## src/rtl/psram_line_fetcher.sv

```systemverilog
// -----------------------------------------------------------------------------
// psram_line_fetcher
//
// Fetches one line of WORDS_PER_LINE 64-bit words from a PSRAM controller and
// writes it into a line buffer. The line is split into WORDS_PER_LINE/4 read
// bursts. Each burst is one cmd_en strobe followed by four rd_data_valid beats.
// Successive commands are spaced by at least CMD_GAP cycles. All outputs are
// registered.
//
// Ports
//   clk             in   single clock, rising edge
//   reset           in   synchronous active-high reset
//   line_start      in   one-cycle request to fetch a line
//   line_base_addr  in   PSRAM address of word 0, sampled with line_start
//   init_calib      in   PSRAM interface ready
//   cmd             out  command type, always read (0)
//   cmd_en          out  one-cycle command strobe
//   addr            out  command address
//   wr_data         out  tied to 0 (reads only)
//   data_mask       out  tied to 0 (reads only)
//   rd_data         in   read beat data
//   rd_data_valid   in   read beat strobe
//   buf_we          out  line-buffer write enable
//   buf_waddr       out  line-buffer word index
//   buf_wdata       out  line-buffer write data
//   busy            out  line fetch in progress
//   done            out  one-cycle pulse when the line is complete
//   overrun         out  one-cycle pulse when a line_start was rejected
// -----------------------------------------------------------------------------
module psram_line_fetcher #(
  parameter int WORDS_PER_LINE  = 40,
  parameter int BURST_ADDR_STEP = 16,
  parameter int CMD_GAP         = 16
) (
  input  logic        clk,
  input  logic        reset,
  input  logic        line_start,
  input  logic [20:0] line_base_addr,
  input  logic        init_calib,
  output logic        cmd,
  output logic        cmd_en,
  output logic [20:0] addr,
  output logic [63:0] wr_data,
  output logic [7:0]  data_mask,
  input  logic [63:0] rd_data,
  input  logic        rd_data_valid,
  output logic        buf_we,
  output logic [7:0]  buf_waddr,
  output logic [63:0] buf_wdata,
  output logic        busy,
  output logic        done,
  output logic        overrun
);

  localparam int NUM_BURSTS = WORDS_PER_LINE / 4;
  // The gap counter saturates at CMD_GAP-1, so it only needs to hold that value.
  localparam int GAP_W = (CMD_GAP < 2) ? 1 : $clog2(CMD_GAP);
  localparam logic [GAP_W-1:0] GAP_LAST   = GAP_W'(CMD_GAP - 1);
  localparam logic [7:0]       LAST_BURST = 8'(NUM_BURSTS - 1);
  localparam logic [20:0]      ADDR_STEP  = 21'(BURST_ADDR_STEP);

  typedef enum logic [1:0] {
    IDLE    = 2'd0,
    ISSUE   = 2'd1,
    COLLECT = 2'd2,
    FINISH  = 2'd3
  } state_t;

  state_t            state_r,     state_s;
  logic [7:0]        burst_idx_r, burst_idx_s;
  logic [7:0]        word_idx_r,  word_idx_s;
  logic [2:0]        beat_cnt_r,  beat_cnt_s;
  logic [GAP_W-1:0]  gap_r,       gap_s;
  logic              cmd_en_r,    cmd_en_s;
  logic [20:0]       addr_r,      addr_s;
  logic              buf_we_r,    buf_we_s;
  logic [7:0]        buf_waddr_r, buf_waddr_s;
  logic [63:0]       buf_wdata_r, buf_wdata_s;
  logic              busy_r,      busy_s;
  logic              done_r,      done_s;
  logic              overrun_r,   overrun_s;

  // Next-state and next-output logic; every register gets a hold/idle default.
  always_comb begin
    state_s     = state_r;
    burst_idx_s = burst_idx_r;
    word_idx_s  = word_idx_r;
    beat_cnt_s  = beat_cnt_r;
    gap_s       = gap_r;
    cmd_en_s    = 1'b0;
    addr_s      = addr_r;
    buf_we_s    = 1'b0;
    buf_waddr_s = buf_waddr_r;
    buf_wdata_s = buf_wdata_r;
    busy_s      = busy_r;
    done_s      = 1'b0;
    overrun_s   = 1'b0;

    // Any request that is not an accepted start in IDLE is reported as overrun.
    if (line_start && !((state_r == IDLE) && init_calib)) begin
      overrun_s = 1'b1;
    end else begin
      overrun_s = 1'b0;
    end

    case (state_r)
      IDLE: begin
        if (line_start && init_calib) begin
          state_s     = ISSUE;
          burst_idx_s = 8'd0;
          word_idx_s  = 8'd0;
          beat_cnt_s  = 3'd0;
          busy_s      = 1'b1;
          // cmd_en/addr are registered, so they are set on the edge into ISSUE.
          cmd_en_s    = 1'b1;
          addr_s      = line_base_addr;
        end else begin
          state_s = IDLE;
        end
      end

      ISSUE: begin
        state_s = COLLECT;
        gap_s   = '0;
      end

      COLLECT: begin
        if (rd_data_valid && (beat_cnt_r < 3'd4)) begin
          buf_we_s    = 1'b1;
          buf_waddr_s = word_idx_r;
          buf_wdata_s = rd_data;
          word_idx_s  = word_idx_r + 8'd1;
          beat_cnt_s  = beat_cnt_r + 3'd1;
        end else begin
          buf_we_s = 1'b0;
        end

        if (gap_r < GAP_LAST) begin
          gap_s = gap_r + {{(GAP_W-1){1'b0}}, 1'b1};
        end else begin
          gap_s = gap_r;
        end

        if ((beat_cnt_r == 3'd4) && (gap_r >= GAP_LAST)) begin
          if (burst_idx_r == LAST_BURST) begin
            state_s = FINISH;
            done_s  = 1'b1;
          end else begin
            state_s     = ISSUE;
            burst_idx_s = burst_idx_r + 8'd1;
            beat_cnt_s  = 3'd0;
            cmd_en_s    = 1'b1;
            // Stepping the previous address equals base + index*step mod 2^21.
            addr_s      = addr_r + ADDR_STEP;
          end
        end else begin
          state_s = COLLECT;
        end
      end

      FINISH: begin
        state_s = IDLE;
        busy_s  = 1'b0;
      end

      default: begin
        state_s = IDLE;
        busy_s  = 1'b0;
      end
    endcase
  end

  // State and output registers with synchronous reset.
  always_ff @(posedge clk) begin
    if (reset) begin
      state_r     <= IDLE;
      burst_idx_r <= 8'd0;
      word_idx_r  <= 8'd0;
      beat_cnt_r  <= 3'd0;
      gap_r       <= '0;
      cmd_en_r    <= 1'b0;
      addr_r      <= 21'd0;
      buf_we_r    <= 1'b0;
      buf_waddr_r <= 8'd0;
      buf_wdata_r <= 64'd0;
      busy_r      <= 1'b0;
      done_r      <= 1'b0;
      overrun_r   <= 1'b0;
    end else begin
      state_r     <= state_s;
      burst_idx_r <= burst_idx_s;
      word_idx_r  <= word_idx_s;
      beat_cnt_r  <= beat_cnt_s;
      gap_r       <= gap_s;
      cmd_en_r    <= cmd_en_s;
      addr_r      <= addr_s;
      buf_we_r    <= buf_we_s;
      buf_waddr_r <= buf_waddr_s;
      buf_wdata_r <= buf_wdata_s;
      busy_r      <= busy_s;
      done_r      <= done_s;
      overrun_r   <= overrun_s;
    end
  end

  assign cmd       = 1'b0;
  assign wr_data   = 64'd0;
  assign data_mask = 8'd0;
  assign cmd_en    = cmd_en_r;
  assign addr      = addr_r;
  assign buf_we    = buf_we_r;
  assign buf_waddr = buf_waddr_r;
  assign buf_wdata = buf_wdata_r;
  assign busy      = busy_r;
  assign done      = done_r;
  assign overrun   = overrun_r;

endmodule

```

## config.mk

```make
export PLATFORM = sky130hd
export DESIGN_NAME = psram_line_fetcher
export DESIGN_NICKNAME = d
export VERILOG_FILES = /design/src/rtl/psram_line_fetcher.sv
export SDC_FILE = /design/constraint.sdc
export NUM_CORES = 1
export LEC_CHECK = 0
export BUFFER_PORTS_ARGS = -buffer_cell sky130_fd_sc_hd__buf_2
export CAP_MARGIN = 20
export CORE_MARGIN = 1
export CORE_UTILIZATION = 42
export DETAILED_ROUTE_END_ITERATION = 8
export GPL_ROUTABILITY_DRIVEN = 1
export PLACE_DENSITY = 0.84
export SLEW_MARGIN = 20
export SYNTH_ARGS = -nofsm -noshare
export SYNTH_HDL_FRONTEND = slang
export SYNTH_SLANG_ARGS = --single-unit
```

## constraint.sdc

```tcl
create_clock -name clk -period 1.61 [get_ports clk]
set_input_delay 0.161 -clock clk [delete_from_list [all_inputs] [get_ports clk]]
set_output_delay 0.161 -clock clk [all_outputs]
set_load 0.05 [all_outputs]
```

==> results.tsv <==
metric	value	unit
status	complete, but fails checks	
violations	setup timing	
drc	0	
whs_endpoint	buf_wdata[5]	
synth_edf_count	0	
start_util	43.7	%
area_delta_synth_final	53.4	%
worstHoldStart	rd_data[5]	
overflow	0	
rr_worst_depth	7	
htreeDepth	4	
cp_common_cell	or3_4	
grt_max_degree	105	
p_per_area	979	mW/mm2
synth-xor-area-share	1.10	%
synthMuxAreaShare	0.202	%
yosys-top-cells-area	dfxtp_1, nand2_1, buf_4	
period_share	104	%
min-delay-path-class	input pin to flip-flop	
crit_path_max_fanout	4	
endpoint_kind	flip-flop	
root_buffer	clkbuf_16	
synth.avg_cell_area	7.91	um2
via_per_inst	5.10	
ys_ff_latch	123	
rsz0062_at_grt	yes	
r2r_end	burst_idx_r[0]	
hpwl	9950	um
slowest_delay	0.38	ns
crit_required	1.95	ns
synth_top_family_by_area	simple AND/OR/NAND/NOR gates	
multi_input_area	0.00293	mm2
critPathTopFamily	simple AND/OR/NAND/NOR gates	
rr_startpoint	beat_cnt_r[1]	
port_buffers	187	
cap_violations	0	
dr.pass1.iters	5	
fillers	920	
fin_crit	1.68	ns
yosysWarnings	0	
report.final.setup_viol	19	
cts_made_buffers	17	
core_region_area	0.0128	mm2
synth_simple_gate_area_share	22.5	%
place_area	0.00684	mm2
dieHeight	117	um
synth_compound_area_share	16.5	%
worst_slack	-0.0668	ns
cp.depth	7	
maxSlewViolCount	0	
rrSetupSlack	-0.07	ns
cts_tree	done	
hold_violations	0	
synth_flop_cell	dfxtp_1	
via_count	6029	
synthesis.area	0.00559	mm2
power.leakage	3.79	nW
path_class	flip-flop to flip-flop	
min_path_cells	3	
seqCellArea	0.00250	mm2
hold_ws	0.00778	ns
rows	41	
final_cells	1183	
clock_path_buffers	2	
synthCells	706	
dieArea	0.0138	mm2
async_flop_share	0	%
pin_count	261	
synthAdderAreaFrac	1.57	%
cp_num_buf_inv	2	
design_area	0.00857	mm2
wl_per_cell	15.2	um
worst_path_max_delay_cell	or3_4	
die_w	117	um
ant_nets	0	
grt_pass1_vias	5338	
relSlewSlack	63.1	%
cts.sink_count	123	
yosysSeqAreaShare	44.1	%
ys_types	53	
antenna_found_initial	1	
start_kind	flip-flop	
gp_congestion	0.833	
insertion_delay	0.41	ns
final_util	67.1	%
worstMarginPinSlew	0.553	ns
track_usage	23.4	%
place_inst	1075	
netlist.area_leader.share	44.1	%
yosys.area.top_type	dfxtp_1	
skew	0.00820	ns
wl	17900	um
vdd_ir_drop_max	764	uV
crit_chain	inv_2 > ha_4 > nand2_4 > or3_4 > buf_4 > or3_4 > a21oi_2	
grt_pass1_wl	25800	um
max_freq	596	MHz
clk_pin_slew	0.06	ns
nNetsFinal	1094	
drt-initial-drc-count	488	
arrival	2.01	ns
drive_above_1_share	37.0	%
placed cells by master, fill, tap and decap left out, types with 4 or more instances in the layout:
| master | count |
|---|---|
| buf_2 | 186 |
| nand2_1 | 169 |
| dfxtp_1 | 103 |
| a21oi_1 | 97 |
| conb_1 | 73 |
| dlygate4sd3_1 | 56 |
| buf_4 | 45 |
| clkbuf_16 | 25 |
| nor2_1 | 20 |
| nand2_2 | 15 |
| dfxtp_2 | 15 |
| buf_6 | 13 |
| nand3_1 | 12 |
| nand4_1 | 11 |
| a21oi_2 | 11 |
| nor3_1 | 10 |
| o21ai_0 | 8 |
| xor2_1 | 7 |
| buf_12 | 7 |
| dfxtp_4 | 5 |
| clkbuf_1 | 5 |
| nand2_4 | 4 |
| inv_1 | 4 |
| or3_4 | 4 |
| a21o_1 | 4 |
| o31ai_1 | 4 |
| a31oi_1 | 4 |
| ha_4 | 4 |
| clkbuf_8 | 4 |
cell type report:
class	count	share of cell area (%)
Sequential cell	123	29.2
Clock buffer	28	6.41
Multi-Input combinational cell	532	34.1
Timing Repair Buffer	315	26.8
Tap cell	172	2.51
Antenna cell	1	0.0292
Clock inverter	4	0.569
Inverter	8	0.380
metal layers:
layer / wire [um] / GRT usage, % / vias up
li1: - / - / 2822
met1: 6870 / 26.2 / 2821
met2: 9170 / 41.2 / 319
met3: 1180 / 5.01 / 67
met4: 707 / 13.1 / 0
met5: 0 / 0 / -
how the worst max path moves through the flow:
| stage | start | to | slack, ns |
|---|---|---|---|
| 2_1_floorplan | addr[5] | addr[18] | -0.13 |
| 3_3_place_gp | beat_cnt_r[0] | addr[9] | -0.04 |
| 3_5_place_dp | gap_r[1] | addr[8] | -0.11 |
| 4_1_cts | beat_cnt_r[1] | addr[5] | -0.05 |
| 5_1_grt | beat_cnt_r[1] | addr[5] | -0.14 |
| 6_report | beat_cnt_r[1] | burst_idx_r[0] | -0.07 |
tightest hold or removal path, stage by stage:
cell and delay [ns]:
buf_2 0.10, nand2_1 0.06, a21oi_1 0.06
repair_timing:
item,4_1_cts,5_1_grt
endpoints found under the setup margin,23,104
resized for setup,22,62
buffers inserted,5,6
cloned,0,8
endpoints found under the hold margin,56,0
hold buffers,56,0
pin swaps,15,22
power breakdown:
group	internal (W)	total [W]	switching (W)
sequential	0.00312	0.00318	0.0000579
combinational	0.000433	0.00142	0.000987
clock	0.00247	0.00379	0.00132
total	0.00602	0.00839	0.00237
logic make-up (layout without fill, tap and decap cells):
kind of cell,after synthesis,count (layout)
simple gates,284,285
compound gates,159,159
buf+inv,124,355
flops,123,123
fa+ha+maj,7,7
xor+xnor,7,7
other cells,1,74
mux,1,1
stage by stage:
| step | setup TNS, ns | setup slack (ns) | total power (W) |
|---|---|---|---|
| 6_report | -0.548 | -0.0668 | 0.00839 |
| 4_1_cts | -0.291 | -0.0483 | 0.00831 |
| 3_3_place_gp | -0.254 | -0.0357 | 0.00440 |
| 2_1_floorplan | -0.351 | -0.131 | 0.00424 |
| 3_5_place_dp | -1.01 | -0.105 | 0.00441 |
| 5_1_grt | -4.50 | -0.138 | 0.00865 |
synth_stat cells (all sizes together) (5+ instances only):
master	count
dfxtp	123
nor2	22
clkbuf	23
xor2	7
nand2	188
nor3	13
buf	93
nand3	15
or3	7
ha	7
nand4	11
a21oi	110
inv	8
o21ai	13
a31oi	5
registers in the layout, indices dropped and copies added, names as in the netlist, 2 cells and up:
register / count
buf_wdata: 64
addr: 21
buf_waddr: 8
burst_idx_r: 8
word_idx_r: 8
gap_r: 4
beat_cnt_r: 3
state_r: 2
No activity file was read; power rests on OpenSTA's default activity.
